<file path="src/rtl/ysyx_25040111_lsu_scoreboard.sv">
// Load scoreboard: per-register pending-load counters gate issue on RAW/WAW
// hazards and a global in-flight limit; load writebacks retire entries.
module ysyx_25040111_lsu_scoreboard #(
  parameter int NREG      = 16,
  parameter int AW        = 4,
  parameter int CNT_W     = 2,
  parameter int MAX_OUT   = 4,
  parameter int WAW_STALL = 1
) (
  input  logic            clock,
  input  logic            reset,
  input  logic            iss_valid,
  output logic            iss_ready,
  input  logic [AW-1:0]   iss_ard,
  input  logic [AW-1:0]   iss_ar1,
  input  logic [AW-1:0]   iss_ar2,
  input  logic            iss_use1,
  input  logic            iss_use2,
  input  logic            iss_wen,
  input  logic            iss_load,
  input  logic            wb_valid,
  input  logic [AW-1:0]   wb_ard,
  input  logic            flush,
  output logic [NREG-1:0] busy_vec,
  output logic [7:0]      outstanding,
  output logic            err_underflow
);

  // Handshake: an instruction is accepted on a cycle where iss_valid and
  // iss_ready are both high; iss_ready never looks at iss_valid.

  localparam logic [CNT_W-1:0] CNT_MAX = '1;

  logic [CNT_W-1:0] cnt [NREG];
  logic [7:0]       out_q;
  logic             err_q;

  logic            raw, waw, full, fire;
  logic            inc_en, dec_en, uf_hit;
  logic [NREG-1:0] inc_vec, dec_vec;

  // Hazards look only at registered counters; a same-cycle writeback does not bypass.
  always_comb begin
    raw = (iss_use1 && (cnt[iss_ar1] != '0)) || (iss_use2 && (cnt[iss_ar2] != '0));
    if (WAW_STALL != 0) waw = iss_wen && (cnt[iss_ard] != '0);
    else                waw = iss_wen && (cnt[iss_ard] == CNT_MAX);
    full      = iss_load && iss_wen && (out_q == 8'(MAX_OUT));
    iss_ready = !flush && !raw && !waw && !full;
    fire      = iss_valid && iss_ready;
    inc_en    = fire && iss_load && iss_wen && (iss_ard != '0);
    dec_en    = wb_valid && (wb_ard != '0) && (cnt[wb_ard] != '0);
    uf_hit    = wb_valid && (wb_ard != '0) && (cnt[wb_ard] == '0);
    inc_vec   = '0;
    dec_vec   = '0;
    if (inc_en) inc_vec[iss_ard] = 1'b1;
    if (dec_en) dec_vec[wb_ard]  = 1'b1;
  end

  always_ff @(posedge clock) begin
    if (reset) begin
      for (int i = 0; i < NREG; i++) cnt[i] <= '0;
      out_q <= '0;
      err_q <= 1'b0;
    end else if (flush) begin
      for (int i = 0; i < NREG; i++) cnt[i] <= '0;
      out_q <= '0;
    end else begin
      // Increment and decrement on the same register cancel out.
      cnt[0] <= '0;
      for (int i = 1; i < NREG; i++)
        cnt[i] <= cnt[i] + CNT_W'(inc_vec[i]) - CNT_W'(dec_vec[i]);
      out_q <= out_q + 8'(inc_en) - 8'(dec_en);
      if (uf_hit) err_q <= 1'b1;
    end
  end

  always_comb begin
    busy_vec = '0;
    for (int i = 0; i < NREG; i++) busy_vec[i] = (cnt[i] != '0);
  end

  assign outstanding   = out_q;
  assign err_underflow = err_q;

endmodule

</file>
<file path="config.mk">
export PLATFORM = sky130hd
export DESIGN_NAME = ysyx_25040111_lsu_scoreboard
export DESIGN_NICKNAME = d
export VERILOG_FILES = /design/src/rtl/ysyx_25040111_lsu_scoreboard.sv
export SDC_FILE = /design/constraint.sdc
export NUM_CORES = 1
export LEC_CHECK = 0
export CORE_MARGIN = 2
export CORE_UTILIZATION = 55
export DETAILED_ROUTE_END_ITERATION = 8
export PLACE_DENSITY_LB_ADDON = 0.05
export SLEW_MARGIN = 10
export SYNTH_ARGS = -nofsm -noshare
export SYNTH_HDL_FRONTEND = slang
export SYNTH_SLANG_ARGS = --single-unit
</file>
<file path="constraint.sdc">
create_clock -name clock -period 4.5 [get_ports clock]
set_clock_uncertainty 0.15 [all_clocks]
set_input_delay 0.675 -clock clock [delete_from_list [all_inputs] [get_ports clock]]
set_output_delay 0.675 -clock clock [all_outputs]
set_load 0.02 [all_outputs]
</file>
==> out/qor.yml, run 1 <==
grt:
  grt_first_pass_wirelength_um: 12390
  gr-total-overflow: 0
  vias_in_the_first_global_route: 2701
  gr-usage-all-layers: 0.2459
  grt_start_max_net_pins: 23
  antenna_found_initial: 0
clock_tree:
  clk_root_buffer_cell: "sky130_fd_sc_hd__clkbuf_8"
  cts_hold_buffers: 0
  post_cts.resized_instances: 0
  clk_pin_slew_ns: 0.08
  clock_latency_ns: 0.30
  clock_sink_count: 39
  postCtsSetupRepairBufs: 0
  num_cts_buffers: 5
  max-clock-path-buffers: 2
  clock_tree.htree_level_count: 2
  cts_tree: "yes"
yosys:
  synth-edff-count: 30
  combinational_family_with_the_most_area_after_synthesis: "simple AND/OR/NAND/NOR gates"
  synth_simple_gate_area_share: 0.2016
  netlist.top_cell.by_area: "sky130_fd_sc_hd__edfxtp_1"
  synth-adder-area-share: 0.1510
  synth.mux.area_fraction: 0.09223
  synth_ff_type: "sky130_fd_sc_hd__edfxtp_1"
  synth_top_cells_by_area: "sky130_fd_sc_hd__edfxtp_1 (27%), sky130_fd_sc_hd__ha_1 (15%), sky130_fd_sc_hd__mux4_2 (6.7%)"
  post_synth_most_frequent_cells: "sky130_fd_sc_hd__inv_1 (59), sky130_fd_sc_hd__nor2_1 (46), sky130_fd_sc_hd__ha_1 (39)"
  synth_seq_cells: 39
  syn_area_um2: 3364
  yosysSeqAreaShare: 0.3213
  synth_compound_gate_area_share: 0.06248
  most_frequent_cell_after_synthesis: "sky130_fd_sc_hd__inv_1"
  synth-warning-count: 0
  asyncSetResetFlopFracSynth: 0
  synth.avg_cell_area_um2: 9.243
  synth.lib_cells_used.distinct: 51
  post-synth-top-area-fraction: 0.2678
  synth_xor_xnor_area_share: 0.08591
  synthesized_netlist_cell_count: 364
power_and_ir_drop:
  power.density_cell_area_nw_per_um2: 251.1
  seq_power_share: 0.417
  clock_power_share: 0.233
  internal-power_uw: 699.7
  net-switching-power_uw: 342.6
  irDropWorstVdd_mv: 0.2019
  total_power_uw: 1042
  p_leak_uw: 0.001955
  sw_frac_of_total: 0.3287
  comb_power_share: 0.350
critical_path:
  timing.rr.start: "cnt[9][1]$_SDFFCE_PN0P_"
  cp_common_cell: "sky130_fd_sc_hd__o21a_1"
  critical_path_buf_inv_count: 2
  worst-path-stages: 15
  crit_arrival_ns: 4.08
  reg2reg_slack_ns: 0.79
  setup.worst_path.start: "iss_ard[2]"
  cp_slowest_cell: "sky130_fd_sc_hd__clkdlybuf4s50_1"
  critical_path.cell_chain: "clkdlybuf4s50_1 -> mux4_2 -> mux2_2 -> o211a_1 -> nand3_2 -> xor2_1 -> ha_1 -> inv_1 -> fa_1 -> nor2b_1 -> o21a_1 -> o21ai_0 -> a21oi_1 -> o21a_1 -> nor3_1"
  critical-path-top-delay-family: "multiplexers"
  critical_path.endpoint: "outstanding[6]$_SDFF_PN0_"
  critPathKind: "input port to flop"
  critPathCaptureType: "flop"
  cpPeakStageDelay_ns: 0.65
  timing.reg2reg.worst_path_depth: 15
  critPathLaunchType: "input port"
  crit_fanout: 7
  regToRegEndpoint: "outstanding[6]$_SDFF_PN0_"
  cp_data_required_time_ns: 4.52
sta:
  final_max_slew_viol_count: 0
  layout_min_cycle_time_ns: 4.068
  final-hold-violation-count: 0
  max_slew_margin: 0.2920
  setup-violations-final: 0
  setup-tns-final_ns: 0
  period_share: 0.9039
  grt_setup_unrepaired: "false"
  tightest_slew_ns: 1.058
  max_freq_mhz: 245.8
placement:
  portBuffers: 49
  dp_hpwl_um: 6120
  placer_congestion: 0.8908
route:
  detail_route.first_pass.iterations: 5
  wl_per_cell_um: 14.99
  dr.first_iter.drc_count: 116
  drc_errors: 0
  vias_per_cell: 5.362
  dr_total_vias: 2799
  routed_antenna_nets: 0
  routed_wirelength_um: 7824
floorplan:
  die_y_um: 82.21
  start_util: 0.5683
  fp-row-count: 28
  floorplan.die_area_um2: 6758
  die_width_um: 82.21
  io-pin-count: 51
  placeableCoreArea_um2: 5921
finish:
  count_of_antenna_diodes_in_the_layout: 0
  layout.core_utilization: 0.7010
  synthToLayoutAreaGrowth_pct: 23.35
  fraction_of_final_layout_cells_sized_beyond_drive_strength_1: 0.07830
  num-nets-final: 511
run:
  maxCapViolCount: 0
hold_path:
  hold_class: "flop to flop"
run_status:
  status: "finished clean"
[power by group through the flow]
stage | registers [uW] | clock network, uW | logic (uW)
finish | 435 | 242 | 365
global route | 438 | 262 | 403
CTS | 435 | 248 | 364
detailed placement | 443 | 0 | 360
global placement | 442 | 0 | 355
floorplan | 455 | 0 | 223
[layout by cell type, fill, tap and decap left out, types with 10 or more instances in the layout]
master,Yosys,final
sky130_fd_sc_hd__and2_1,16,16
sky130_fd_sc_hd__nor2_1,46,46
sky130_fd_sc_hd__nor3_1,23,23
sky130_fd_sc_hd__mux4_2,10,10
sky130_fd_sc_hd__edfxtp_1,30,30
sky130_fd_sc_hd__xor2_1,16,16
sky130_fd_sc_hd__conb_1,2,31
sky130_fd_sc_hd__clkdlybuf4s50_1,0,49
sky130_fd_sc_hd__a21oi_1,10,10
sky130_fd_sc_hd__nand2_1,11,11
sky130_fd_sc_hd__inv_1,59,59
sky130_fd_sc_hd__xnor2_1,17,17
sky130_fd_sc_hd__ha_1,39,39
[registers in the layout (all words and copies together), names as in the netlist]
| signal | flops |
|---|---|
| cnt | 30 |
| outstanding | 8 |
| err_underflow | 1 |
[worst min-delay path by stage]
stage	end	start	slack [ns]	cells past startpoint
floorplan	err_underflow$_SDFFE_PP0P_	err_underflow$_SDFFE_PP0P_	0.37	2
global placement	err_underflow$_SDFFE_PP0P_	err_underflow$_SDFFE_PP0P_	0.29	2
detailed placement	err_underflow$_SDFFE_PP0P_	err_underflow$_SDFFE_PP0P_	0.30	2
CTS	err_underflow$_SDFFE_PP0P_	err_underflow$_SDFFE_PP0P_	0.31	2
global route	err_underflow$_SDFFE_PP0P_	err_underflow$_SDFFE_PP0P_	0.33	2
finish	err_underflow$_SDFFE_PP0P_	err_underflow$_SDFFE_PP0P_	0.30	2
[cell type report]
cell class,instances,area (um^2)
tap,75,93.84
multi-input combinational,282,2112
clock buffer,6,72.57
inverter,61,229.0
fill,500,1770
sequential,39,1081
timing repair buffer,57,550.5
clock inverter,2,11.26
[kinds of logic (layout without fill, tap and decap cells)]
group,count (synthesis),in the layout
buffers and inverters,72,126
AND/OR/NAND/NOR,133,133
other,2,31
adder cells (fa/ha/maj),40,40
flip-flops,39,39
multiplexers,15,15
AO/OA/AOI/OAI,30,30
XOR/XNOR,33,33
[worst register-to-register path, cell delays in order (launching register included)]
cell                       delay, ns
sky130_fd_sc_hd__edfxtp_1       0.42
sky130_fd_sc_hd__nor2_1         0.38
sky130_fd_sc_hd__a21oi_1        0.13
sky130_fd_sc_hd__mux4_2         0.50
sky130_fd_sc_hd__mux2_2         0.31
sky130_fd_sc_hd__nand2_1        0.11
sky130_fd_sc_hd__xor2_1         0.17
sky130_fd_sc_hd__ha_1           0.18
sky130_fd_sc_hd__inv_1          0.05
sky130_fd_sc_hd__fa_1           0.36
sky130_fd_sc_hd__nor2b_1        0.18
sky130_fd_sc_hd__o21a_1         0.15
sky130_fd_sc_hd__o21ai_0        0.10
sky130_fd_sc_hd__a21oi_1        0.20
sky130_fd_sc_hd__o21a_1         0.13
sky130_fd_sc_hd__nor3_1         0.04
[metrics by stage]
| step | cells | setup slack, ns | hold slack [ns] | area (um^2) |
|---|---|---|---|---|
| after global placement | 514 | 0.2710 | 0.2865 | 4066 |
| after floorplan | 393 | 0.6097 | 0.3660 | 3473 |
| final | 522 | 0.4325 | 0.3027 | 4150 |
| after CTS | 522 | 0.4479 | 0.3115 | 4150 |
| after global routing | 522 | 0.2073 | 0.3281 | 4150 |
| after detailed placement | 514 | 0.1524 | 0.2973 | 4066 |
[layer usage]
layer | part of all wire | track usage | routed length, um | vias up
li1 | - | - | - | 1377
met1 | 0.41 | 0.2962 | 3200 | 1284
met2 | 0.48 | 0.4323 | 3775 | 119
met3 | 0.083 | 0.05109 | 649 | 19
met4 | 0.025 | 0.08833 | 198 | 0
met5 | 0 | 0 | 0 | -
No activity file was read; power rests on OpenSTA's default activity.
==> run 2, diff against run 1 <==
--- a/config.mk
+++ b/config.mk
@@ -6,8 +6,10 @@
 export NUM_CORES = 1
 export LEC_CHECK = 0
 export CORE_MARGIN = 2
-export CORE_UTILIZATION = 55
+export CORE_UTILIZATION = 35
 export DETAILED_ROUTE_END_ITERATION = 8
+export GPL_ROUTABILITY_DRIVEN = 1
+export MAX_ROUTING_LAYER = met4
 export PLACE_DENSITY_LB_ADDON = 0.05
 export SLEW_MARGIN = 10
 export SYNTH_ARGS = -nofsm -noshare
==> out/qor.yml, run 2 (synthesized netlist as in run 1, its figures left out) <==
placement:
  placer_congestion: 0.8316  # was 0.8908
  dp_worst_setup_slack_ns: 0.1408  # was 0.1524 ns
  dp_hpwl_um: 6881  # was 6120 um
  placed_cells_incl_taps: 571  # was 514
  place_area_um2: 4156  # was 4066 um^2
  portBuffers: 49  # unchanged
grt:
  grt_first_pass_wirelength_um: 14120  # was 12390 um
  vias_in_the_first_global_route: 2762  # was 2701
  gr-total-overflow: 0  # unchanged
  grt_start_max_net_pins: 23  # unchanged
  gr-usage-all-layers: 0.1842  # was 0.2459
  antenna_found_initial: 0  # unchanged
finish:
  fin_cells: 579  # was 522
  number_of_flip_flops_in_the_largest_register: 30  # unchanged
  synthToLayoutAreaGrowth_pct: 25.96  # was 23.35%
  most-common-layout-cells: "sky130_fd_sc_hd__inv_1 (59), sky130_fd_sc_hd__clkdlybuf4s50_1 (49), sky130_fd_sc_hd__nor2_1 (46), sky130_fd_sc_hd__ha_1 (39), sky130_fd_sc_hd__conb_1 (31)"  # unchanged
  num-nets-final: 514  # was 511
  final.fill_count: 947  # was 500
  fraction_of_final_layout_cells_sized_beyond_drive_strength_1: 0.08222  # was 0.07830
  max_flop_register: "cnt"  # unchanged
  final_area_um2: 4238  # was 4150 um^2
  count_of_antenna_diodes_in_the_layout: 0  # unchanged
  mostFrequentLayoutCell: "sky130_fd_sc_hd__inv_1"  # unchanged
sta:
  max_freq_mhz: 247.2  # was 245.8 MHz
  period_share: 0.8988  # was 0.9039
  setup-tns-final_ns: 0  # unchanged
  grt_setup_unrepaired: "false"  # unchanged
  layout_min_cycle_time_ns: 4.045  # was 4.068 ns
  final-hold-violation-count: 0  # unchanged
  setup_ws_ns: 0.4552  # was 0.4325 ns
  max_slew_margin: 0.6362  # was 0.2920
  tightest_slew_ns: 0.5457  # was 1.058 ns
  setup-violations-final: 0  # unchanged
  final_max_slew_viol_count: 0  # unchanged
clock_tree:
  clock_tree.htree_level_count: 2  # unchanged
  num_cts_buffers: 5  # unchanged
  clock_sink_count: 39  # unchanged
  post_cts.resized_instances: 0  # unchanged
  max-clock-path-buffers: 2  # unchanged
  clk_root_buffer_cell: "sky130_fd_sc_hd__clkbuf_8"  # unchanged
  clock_latency_ns: 0.29  # was 0.30 ns
  clk_pin_slew_ns: 0.09  # was 0.08 ns
  cts_hold_buffers: 0  # unchanged
  cts_tree: "yes"  # unchanged
  postCtsSetupRepairBufs: 0  # unchanged
power_and_ir_drop:
  comb_power_share: 0.351  # was 0.350
  p_leak_uw: 0.001966  # was 0.001955 uW
  sw_frac_of_total: 0.3303  # was 0.3287
  seq_power_share: 0.416  # was 0.417
  irDropWorstVdd_mv: 0.09919  # was 0.2019 mV
  power.density_cell_area_nw_per_um2: 247.4  # was 251.1 nW/um^2
  net-switching-power_uw: 346.3  # was 342.6 uW
  clock_power_share: 0.233  # about the same
  internal-power_uw: 702.0  # was 699.7 uW
critical_path:
  critPathCaptureType: "flop"  # unchanged
  crit_fanout: 8  # was 7
  critPathLaunchType: "input port"  # unchanged
  crit_arrival_ns: 4.06  # was 4.08 ns
  cp_data_required_time_ns: 4.52  # about the same
  setup.worst_path.start: "wb_ard[3]"  # was iss_ard[2]
  critPathKind: "input port to flop"  # unchanged
  timing.rr.start: "cnt[11][0]$_SDFFCE_PN0P_"  # was cnt[9][1]$_SDFFCE_PN0P_
floorplan:
  die_y_um: 102.0  # was 82.21 um
  die_width_um: 102.0  # was 82.21 um
  io-pin-count: 51  # unchanged
  fp-row-count: 35  # was 28
  start_util: 0.3624  # was 0.5683
  floorplan.die_area_um2: 10410  # was 6758 um^2
  placeableCoreArea_um2: 9284  # was 5921 um^2
run:
  maxCapViolCount: 0  # unchanged
route:
  detail_route.first_pass.iterations: 4  # was 5
  routed_wirelength_um: 8587  # was 7824 um
  routed_antenna_nets: 0  # unchanged
  drc_errors: 0  # unchanged
  dr_total_vias: 2771  # was 2799
  vias_per_cell: 4.786  # was 5.362
  wl_per_cell_um: 14.83  # was 14.99 um
  dr.first_iter.drc_count: 151  # was 116
hold_path:
  timing.hold.worst.start: "err_underflow$_SDFFE_PP0P_"  # unchanged
  hold_class: "flop to flop"  # unchanged
run_status:
  status: "finished clean"  # unchanged
==> run 2: power groups by stage <==
stage               Combinational [uW]  Clock, uW  Sequential, uW
finish                             368        244             436
global route                       409        272             442
CTS                                371        260             438
detailed placement                 368          0             446
global placement                   368          0             446
floorplan                          223          0             455
==> run 2: layout make-up <==
class,count,area [um^2],area share
multi-input combinational,282,2112,0.4984
tap,129,161.4,0.03809
inverter,61,229.0,0.05403
clock buffer,7,76.32,0.01801
clock inverter,1,5.005,0.001181
sequential,39,1081,0.2551
timing repair buffer,60,573.1,0.1352
==> run 2: metal layers <==
metal  GRT usage  vias up  wire length, um
met5           -        -                0
met4     0.04205        0               99
met3     0.02531        7              392
met2      0.3133       70             4234
met1      0.2335     1309             3860
li1            -     1385                -
==> run 2: worst max-delay path, cell delays in order <==
cell and delay [ns]:
sky130_fd_sc_hd__clkdlybuf4s50_1 0.60, sky130_fd_sc_hd__buf_4 0.21, sky130_fd_sc_hd__a21oi_1 0.07, sky130_fd_sc_hd__mux4_2 0.49, sky130_fd_sc_hd__mux2_2 0.31, sky130_fd_sc_hd__nand2_1 0.11
sky130_fd_sc_hd__xor2_1 0.16, sky130_fd_sc_hd__ha_1 0.18, sky130_fd_sc_hd__inv_1 0.05, sky130_fd_sc_hd__fa_1 0.37, sky130_fd_sc_hd__nor2b_1 0.19, sky130_fd_sc_hd__o21a_1 0.15
sky130_fd_sc_hd__o21ai_0 0.10, sky130_fd_sc_hd__a21oi_1 0.21, sky130_fd_sc_hd__o21a_1 0.13, sky130_fd_sc_hd__nor3_1 0.04
==> run 2: stage by stage <==
step                  util  hold slack [ns]  power, uW
floorplan                -           0.3660      677.9
global route        0.4565           0.3457       1122
CTS                 0.4565           0.3029       1068
detailed placement  0.4477           0.2909      813.9
global placement    0.4477           0.2903      813.9
finish              0.4565           0.3030       1048
==> run 2: path summary, 6_finish.rpt <==
path,to,slack (ns),depth (start not counted)
setup / recovery,outstanding[6]$_SDFF_PN0_,0.46,16
hold reg to reg,err_underflow$_SDFFE_PP0P_,0.30,2
setup reg to reg,outstanding[6]$_SDFF_PN0_,0.71,15
hold / removal,err_underflow$_SDFFE_PP0P_,0.30,2
==> run 3, diff against run 2 <==
--- a/config.mk
+++ b/config.mk
@@ -9,6 +9,7 @@
 export CORE_UTILIZATION = 35
 export DETAILED_ROUTE_END_ITERATION = 8
 export GPL_ROUTABILITY_DRIVEN = 1
+export GPL_TIMING_DRIVEN = 0
 export MAX_ROUTING_LAYER = met4
 export PLACE_DENSITY_LB_ADDON = 0.05
 export SLEW_MARGIN = 10
==> out/qor.yml, run 3 (synthesized netlist as in run 1, its figures left out) <==
placement:
  portBuffers: 46  # was 49
  placed_cells_incl_taps: 568  # was 571
  placer_congestion: 0.8218  # was 0.8316
  place_area_um2: 4095  # was 4156 um^2
  dp_hpwl_um: 6824  # was 6881 um
route:
  wl_per_cell_um: 14.80  # was 14.83 um
  routed_antenna_nets: 0  # unchanged
  routed_wirelength_um: 8523  # was 8587 um
  dr_total_vias: 2723  # was 2771
  drc_errors: 0  # unchanged
  dr.first_iter.drc_count: 180  # was 151
  detail_route.first_pass.iterations: 5  # was 4
  vias_per_cell: 4.727  # was 4.786
sta:
  setup-violations-final: 0  # unchanged
  final-hold-violation-count: 0  # unchanged
  period_share: 0.9608  # was 0.8988
  grt_setup_unrepaired: "false"  # unchanged
  layout_min_cycle_time_ns: 4.324  # was 4.045 ns
  max_slew_margin: 0.5115  # was 0.6362
  final_max_slew_viol_count: 0  # unchanged
  tightest_slew_ns: 0.7327  # was 0.5457 ns
  max_freq_mhz: 231.3  # was 247.2 MHz
critical_path:
  crit_arrival_ns: 4.40  # was 4.06 ns
  critPathCaptureType: "flop"  # unchanged
  critical_path.cell_chain: "dlygate4sd2_1 -> inv_4 -> mux4_1 -> a221o_1 -> o211a_1 -> nand3_2 -> clkbuf_4 -> nand3_1 -> ha_1 -> a21o_1 -> a21oi_1 -> o21bai_1 -> a2111o_1 -> a21o_1 -> a21oi_1"  # was clkdlybuf4s50_1 -> buf_4 -> a21oi_1 -> mux4_2 -> mux2_2 -> nand2_1 -> xor2_1 -> ha_1 -> inv_1 -> fa_1 -> nor2b_1 -> o21a_1 -> o21ai_0 -> a21oi_1 -> o21a_1 -> nor3_1
  cp_slowest_cell: "sky130_fd_sc_hd__mux4_1"  # was sky130_fd_sc_hd__clkdlybuf4s50_1
  worst-path-stages: 15  # was 16
  critical_path_buf_inv_count: 3  # unchanged
  critPathKind: "input port to flop"  # unchanged
  critical-path-top-delay-family: "compound AO/OA/AOI/OAI gates"  # was buffers and inverters
  cp_data_required_time_ns: 4.58  # was 4.52 ns
  cpPeakStageDelay_ns: 0.56  # was 0.60 ns
  crit_fanout: 10  # was 8
  timing.reg2reg.worst_path_depth: 14  # was 15
  critPathLaunchType: "input port"  # unchanged
finish:
  num-nets-final: 511  # was 514
  synthToLayoutAreaGrowth_pct: 24.51  # was 25.96%
  fraction_of_final_layout_cells_sized_beyond_drive_strength_1: 0.07383  # was 0.08222
  max_flop_register: "cnt"  # unchanged
  number_of_flip_flops_in_the_largest_register: 30  # unchanged
  final_area_um2: 4189  # was 4238 um^2
  mostFrequentLayoutCell: "sky130_fd_sc_hd__inv_1"  # unchanged
  count_of_antenna_diodes_in_the_layout: 0  # unchanged
  fin_cells: 576  # was 579
  final.fill_count: 935  # was 947
  most-common-layout-cells: "sky130_fd_sc_hd__inv_1 (58), sky130_fd_sc_hd__nor2_1 (46), sky130_fd_sc_hd__clkdlybuf4s50_1 (45), sky130_fd_sc_hd__ha_1 (39), sky130_fd_sc_hd__conb_1 (31)"  # was sky130_fd_sc_hd__inv_1 (59), sky130_fd_sc_hd__clkdlybuf4s50_1 (49), sky130_fd_sc_hd__nor2_1 (46), sky130_fd_sc_hd__ha_1 (39), sky130_fd_sc_hd__conb_1 (31)
floorplan:
  die_width_um: 102.0  # unchanged
  fp-row-count: 35  # unchanged
  placeableCoreArea_um2: 9284  # unchanged
  start_util: 0.3624  # unchanged
  die_y_um: 102.0  # unchanged
  floorplan.die_area_um2: 10410  # unchanged
  io-pin-count: 51  # unchanged
clock_tree:
  cts_tree: "yes"  # unchanged
  max-clock-path-buffers: 2  # unchanged
  clk_root_buffer_cell: "sky130_fd_sc_hd__clkbuf_8"  # unchanged
  clock_sink_count: 39  # unchanged
  clk_pin_slew_ns: 0.09  # about the same
  num_cts_buffers: 5  # unchanged
  clock_tree.htree_level_count: 2  # unchanged
  clock_latency_ns: 0.30  # was 0.29 ns
grt:
  gr-total-overflow: 0  # unchanged
  gr-usage-all-layers: 0.1785  # was 0.1842
  vias_in_the_first_global_route: 2641  # was 2762
  antenna_found_initial: 0  # unchanged
  grt_start_max_net_pins: 13  # was 23
  grt_first_pass_wirelength_um: 13470  # was 14120 um
power_and_ir_drop:
  irDropWorstVdd_mv: 0.1328  # was 0.09919 mV
  p_leak_uw: 0.001933  # was 0.001966 uW
  power.density_cell_area_nw_per_um2: 251.0  # was 247.4 nW/um^2
hold_path:
  hold_class: "flop to flop"  # unchanged
  holdPathStages: 2  # unchanged
run_status:
  status: "finished clean"  # unchanged
run:
  maxCapViolCount: 0  # unchanged
-- run 3: final cells by class --
| class | instances | area [um^2] | share of cell area |
|---|---|---|---|
| plain buffers | 11 | 53.80 | 0.01284 |
| clock buffers | 6 | 72.57 | 0.01732 |
| flip-flops and latches | 39 | 1081 | 0.2581 |
| repair buffers | 46 | 459.2 | 0.1096 |
| clock inverters | 2 | 11.26 | 0.002688 |
| inverters | 61 | 231.5 | 0.05526 |
| multi-input cells | 282 | 2118 | 0.5057 |
| well taps | 129 | 161.4 | 0.03853 |
-- run 3: power breakdown --
group | internal, uW | total [uW] | switching, uW | leakage [uW]
clock | 109 | 254 | 144 | 0.0000455
combinational | 170 | 362 | 192 | 0.00151
sequential | 416 | 435 | 19.2 | 0.000382
total | 696 | 1050 | 356 | 0.00193
-- run 3: worst paths after layout --
check                                                start                         end  slack (ns)
worst max register to register    cnt[15][1]$_SDFFCE_PP0P_   outstanding[7]$_SDFF_PN0_        0.48
worst max-delay path                            iss_ard[1]   outstanding[7]$_SDFF_PN0_        0.18
worst min register to register  err_underflow$_SDFFE_PP0P_  err_underflow$_SDFFE_PP0P_        0.32
worst min-delay path            err_underflow$_SDFFE_PP0P_  err_underflow$_SDFFE_PP0P_        0.32
-- run 3: timing repair --
| item | 4_1_cts | 5_1_grt |
|---|---|---|
| resized for setup | 2 | 3 |
| hold endpoints to repair | 0 | 0 |
| hold buffers | 0 | 0 |
| pin swaps | 0 | 0 |
| endpoints found under the setup margin | 1 | 1 |
| setup buffers | 0 | 0 |
-- run 3: metal layers --
layer	track usage	wire length [um]
met5	-	0
met4	0.03795	81
met3	0.03352	365
met2	0.2981	4146
met1	0.2265	3930
-- run 3: per-stage QoR --
step,setup WS [ns],util,hold WS [ns],total power [uW],TNS [ns]
floorplan,0.6097,-,0.3660,677.9,0
global placement,-0.4574,0.4411,0.3067,803.1,-0.6945
detailed placement,-0.4569,0.4411,0.3100,803.9,-0.6865
CTS,0.1702,0.4503,0.3213,1059,0
global route,0.02819,0.4512,0.3468,1120,0
finish,0.1765,0.4512,0.3192,1051,0
-- run 3: tightest hold or removal path, stage by stage, from the launching register on --
cell and delay, ns:
sky130_fd_sc_hd__dfxtp_1 0.33, sky130_fd_sc_hd__inv_1 0.05, sky130_fd_sc_hd__a21oi_1 0.05
